## src/rtl/ace_mem_responder.sv

```systemverilog
// Single-port-per-channel ACE-style memory responder: independent read and write
// FSMs over a word memory with a per-word presence (sharer) bit and transaction counters.
module ace_mem_responder #(
  parameter int ADDR_WIDTH = 8
) (
  input  logic        clk,
  input  logic        rst,
  input  logic [31:0] ARADDR,
  input  logic        ARVALID,
  output logic        ARREADY,
  output logic [31:0] RDATA,
  output logic        RVALID,
  input  logic        RREADY,
  input  logic [31:0] AWADDR,
  input  logic        AWVALID,
  output logic        AWREADY,
  input  logic [31:0] WDATA,
  input  logic        WVALID,
  output logic        WREADY,
  output logic        BVALID,
  input  logic        BREADY,
  output logic        Shared_line,
  output logic [15:0] rd_count,
  output logic [15:0] wr_count
);

  localparam int IW    = ADDR_WIDTH - 2;
  localparam int WORDS = 1 << IW;

  typedef enum logic {R_IDLE, R_DATA}    r_state_t;
  typedef enum logic {W_COLLECT, W_RESP} w_state_t;

  r_state_t r_state;
  w_state_t w_state;

  logic [31:0]      mem [WORDS];
  logic [WORDS-1:0] presence;

  logic [IW-1:0] ar_idx, aw_in_idx, r_idx, aw_idx, commit_idx;
  logic [31:0]   rdata_q, wdata_q, commit_data;
  logic          shared_q, aw_done, w_done;
  logic [15:0]   rd_cnt, wr_cnt;
  logic          ar_fire, r_fire, aw_fire, w_fire, commit;
  logic          unused_addr_bits;

  // Address bits outside the decoded word index alias silently.
  assign unused_addr_bits = ^{ARADDR[31:ADDR_WIDTH], ARADDR[1:0],
                              AWADDR[31:ADDR_WIDTH], AWADDR[1:0]};

  assign ar_idx    = ARADDR[ADDR_WIDTH-1:2];
  assign aw_in_idx = AWADDR[ADDR_WIDTH-1:2];

  assign ARREADY     = (r_state == R_IDLE);
  assign RVALID      = (r_state == R_DATA);
  assign RDATA       = rdata_q;
  assign Shared_line = shared_q;
  assign AWREADY     = (w_state == W_COLLECT) && !aw_done;
  assign WREADY      = (w_state == W_COLLECT) && !w_done;
  assign BVALID      = (w_state == W_RESP);
  assign rd_count    = rd_cnt;
  assign wr_count    = wr_cnt;

  always_comb begin
    ar_fire     = ARVALID && (r_state == R_IDLE);
    r_fire      = RREADY && (r_state == R_DATA);
    aw_fire     = AWVALID && AWREADY;
    w_fire      = WVALID && WREADY;
    commit      = (w_state == W_COLLECT) && (aw_done || aw_fire) && (w_done || w_fire);
    commit_idx  = aw_done ? aw_idx : aw_in_idx;
    commit_data = w_done ? wdata_q : WDATA;
  end

  always_ff @(posedge clk) begin
    if (rst) begin
      r_state  <= R_IDLE;
      rdata_q  <= '0;
      shared_q <= 1'b0;
      r_idx    <= '0;
      rd_cnt   <= '0;
    end else begin
      case (r_state)
        R_IDLE: if (ar_fire) begin
          rdata_q  <= mem[ar_idx];
          shared_q <= presence[ar_idx];
          r_idx    <= ar_idx;
          r_state  <= R_DATA;
        end
        R_DATA: if (RREADY) begin
          shared_q <= 1'b0;
          rd_cnt   <= rd_cnt + 16'd1;
          r_state  <= R_IDLE;
        end
        default: r_state <= R_IDLE;
      endcase
    end
  end

  // The clear is scheduled after the set so a commit to the same word wins.
  always_ff @(posedge clk) begin
    if (rst) begin
      presence <= '0;
    end else begin
      if (r_fire) presence[r_idx] <= 1'b1;
      if (commit) presence[commit_idx] <= 1'b0;
    end
  end

  always_ff @(posedge clk) begin
    if (rst) begin
      w_state <= W_COLLECT;
      aw_done <= 1'b0;
      w_done  <= 1'b0;
      aw_idx  <= '0;
      wdata_q <= '0;
      wr_cnt  <= '0;
    end else begin
      case (w_state)
        W_COLLECT: begin
          if (aw_fire) begin
            aw_done <= 1'b1;
            aw_idx  <= aw_in_idx;
          end
          if (w_fire) begin
            w_done  <= 1'b1;
            wdata_q <= WDATA;
          end
          if (commit) w_state <= W_RESP;
        end
        W_RESP: if (BREADY) begin
          aw_done <= 1'b0;
          w_done  <= 1'b0;
          wr_cnt  <= wr_cnt + 16'd1;
          w_state <= W_COLLECT;
        end
        default: w_state <= W_COLLECT;
      endcase
    end
  end

  // Memory contents survive reset; only a commit outside reset writes.
  always_ff @(posedge clk) begin
    if (!rst && commit) mem[commit_idx] <= commit_data;
  end

endmodule
```

## config.mk

```make
export PLATFORM = sky130hd
export DESIGN_NAME = ace_mem_responder
export DESIGN_NICKNAME = d
export VERILOG_FILES = /design/src/rtl/ace_mem_responder.sv
export SDC_FILE = /design/constraint.sdc
export NUM_CORES = 2
export LEC_CHECK = 0
export ABC_AREA = 1
export ABC_CLOCK_PERIOD_IN_PS = 8300
export BUFFER_PORTS_ARGS = -buffer_cell sky130_fd_sc_hd__buf_4
export CORE_MARGIN = 10
export CORE_UTILIZATION = 51
export CTS_BUF_LIST = sky130_fd_sc_hd__clkbuf_16
export DETAILED_ROUTE_END_ITERATION = 6
export MAX_ROUTING_LAYER = met4
export PLACE_DENSITY = 0.69
export SKIP_LAST_GASP = 1
export SYNTH_ARGS = -nofsm -noshare
export SYNTH_HDL_FRONTEND = slang
export SYNTH_SLANG_ARGS = --single-unit
```

## constraint.sdc

```tcl
create_clock -name clk -period 8.3 [get_ports clk]
set_input_delay 0.415 -clock clk [delete_from_list [all_inputs] [get_ports clk]]
set_output_delay 0.415 -clock clk [all_outputs]
set_load 0.02 [all_outputs]
```

==> impl_metrics.csv <==
group,metric,value,unit
yosys,ys_seq_area_share,72.4,%
finish,drive_above_1_share,8.41,%
run,maxCapViolations,0,
floorplan,core,175000,um^2
clocking,cts_tree,"yes",
floorplan,ioPinCount,173,
routing,drt_iter0_markers,8073,
routing,drtAntennaViolNets,0,
routing,vias_per_cell,5.93,
yosys,yosys-top-cells-count,"nand2_1, edfxtp_1, nand3_1",
clocking,htree_levels,4,
yosys,synthesis.instances,7825,
place,gp_congestion,0.929,
floorplan,die_w,440,um
yosys,ys_warn_count,0,
sta,tns,0,ns
setup_path,start_kind,"primary input",
setup_path,path_max_fanout,63,
grt,grt.total_usage,26.3,%
routing,avgRoutedWirePerCell,24.5,um
place,hpwl,127000,um
grt,grt_pass1_vias,58100,
clocking,ctsRootBufferMaster,"clkbuf_16",
routing,vias,61400,
yosys,ys_types,38,
pwr,p_total,23.8,mW
grt,grt_remaining_overflow,0,
sta,maxSlewHeadroom,16.8,%
yosys,synth_ff_type,"edfxtp_1",
finish,multiInputGateArea,22400,um^2
yosys,avgSynthCellArea,11.5,um^2
yosys,synth_edf_count,2048,
clocking,clock_latency,0.86,ns
setup_path,worstSetupEndpointType,"flip-flop",
setup_path,worstPathArrival,4.15,ns
floorplan,die-area,193000,um^2
pwr,p_leak,35.3,nW
pwr,pwr_density_cell,238,nW/um^2
yosys,yosysMostFrequentCell,"nand2_1",
setup_path,cp.required,9.06,ns
sta,fin_crit,3.40,ns
run_status,status,"finished, final reports clean",
sta,clock.fmax,294,MHz
grt,grt_pass1_wl,370000,um
floorplan,fp.dieH,440,um
finish,fin_nets,7937,
grt,met3_usage,4.93,%
grt,antenna_found_initial,14,
clocking,numCtsBuffers,210,
place,portBuffers,120,
yosys,yosys-top-cells-area,"edfxtp_1, nand3_1, nand2_1, dfxtp_1, nor2_1",
floorplan,start_util,51.5,%
setup_path,critPathKind,"primary input to flip-flop",
finish,n_fill_cell,13900,
yosys,synth.largest_area_cell,"edfxtp_1",
sta,finClkSkew,0.0325,ns
floorplan,num_rows,153,
routing,firstDrtPassIters,6,
routing,post-route-drc-count,0,
yosys,synth_top_area_share,68.4,%
sta,min_period_over_period,40.9,%
grt,grt_max_degree,247,
finish,regArea,65000,um^2
yosys,ys_ff_latch,2225,
sta,finalMaxSlewViolations,0,
clocking,cts_buffer_depth,3,
yosys,async_flop_share,0,%
sta,final_hold_viol_count,0,
sta,worst_pin_slew,1.24,ns
yosys,syn_nets,7930,
min_path,hp-class,"primary input to flip-flop",
grt,use_met1,33.3,%
grt,met2_usage,40.4,%
clocking,path_clk_slew,0.06,ns
routing,wirelength,254000,um
finish,final_core_util,57.3,%
yosys,synth_area,89800,um^2
sta,rsz0062_at_grt,"false",
sta,setup_viol,0,
clocking,clock_sinks,2225,
grt,grt.busiest_layer,"met2",
pwr,peakVddDrop,0.236,mV
finish,area_delta_synth_final,11.3,%
==> kinds of logic (layout without fill, tap and decap cells) <==
family	after synthesis	after routing	synth area share, %
mux	1	1	0.0153
xor+xnor	4	4	0.0390
other cells	0	8	0
fa+ha+maj	2	2	0.0278
simple gates	4651	4651	22.3
compound gates	358	358	2.09
buf+inv	584	773	3.17
flops	2225	2225	72.4
==> per-stage QoR <==
step / worst slack (ns) / instance area (um^2) / hold WS [ns] / instances
3_5_place_dp: 4.11 / 92800 / 0.443 / 9902
2_1_floorplan: 4.40 / 89800 / 0.424 / 7825
3_3_place_gp: 4.13 / 92800 / 0.437 / 9902
5_1_grt: 4.73 / 100000 / 0.184 / 10300
4_1_cts: 5.01 / 99900 / 0.0927 / 10300
6_report: 4.90 / 100000 / 0.138 / 10300
==> sequential cells by signal, summed over array words and instances (netlist names) <==
name         count
mem           2048
wr_count        16
RVALID           1
w_done           1
BVALID           1
aw_idx           6
RDATA           32
wdata_q         32
aw_done          1
r_idx            6
Shared_line      1
presence        64
rd_count        16
==> metal layers <==
metal | up-vias | share of wire, %
met2 | 3342 | 47
li1 | 27700 | -
met1 | 29800 | 38
met5 | - | 0
met3 | 602 | 10
met4 | 0 | 5.7
==> power by group <==
part	total, mW	internal [mW]	switching [mW]
clock network	9.35	5.18	4.17
registers	12.6	12.5	0.0538
logic	1.83	0.392	1.44
total	23.8	18.1	5.66
==> final timing paths <==
path	to	cells after the start	slack (ns)	startpoint
worst max-delay path	RDATA[20]	11	4.90	ARADDR[3]
worst min register to register	presence[52]	2	0.45	presence[52]
worst max register to register	mem[36][23]	8	4.95	aw_done
worst min-delay path	BVALID	5	0.14	WVALID
==> layout make-up <==
cell class              count  share of cell area, %
well taps                2325                   2.91
flip-flops and latches   2225                   65.1
inverters                  62                  0.269
diodes                      8                 0.0200
clock buffers             213                   5.33
repair buffers            317                   2.63
clock inverters           181                   1.38
multi-input cells        5016                   22.4
==> repair_timing <==
item,in CTS,in global routing
gates resized for setup,0,0
setup endpoints to repair,0,0
endpoints found under the hold margin,46,0
hold buffers,43,0
setup buffers,0,0
==> worst max-delay path, cell delays in order <==
cell,delay (ns)
buf_8,0.40
buf_4,0.79
buf_4,0.83
buf_4,0.73
nand3_1,0.16
nand3_1,0.12
nand3_1,0.09
nand3_1,0.25
nand3_1,0.10
nand2_1,0.08
nor2_1,0.04
==> cell usage in the layout, fill, tap and decap left out, types with 43 or more instances in the layout <==
cell type	netlist	routed
a21oi_1	125	125
buf_4	68	260
clkbuf_16	0	213
clkinv_1	0	55
dfxtp_1	177	177
dlygate4sd3_1	0	43
edfxtp_1	2048	2048
inv_1	57	114
nand2_1	2268	2236
nand3_1	1860	1860
nor2_1	411	409
nor3_2	2	66
o21ai_0	176	176
Note: power is estimated with default switching activity, not from simulation.
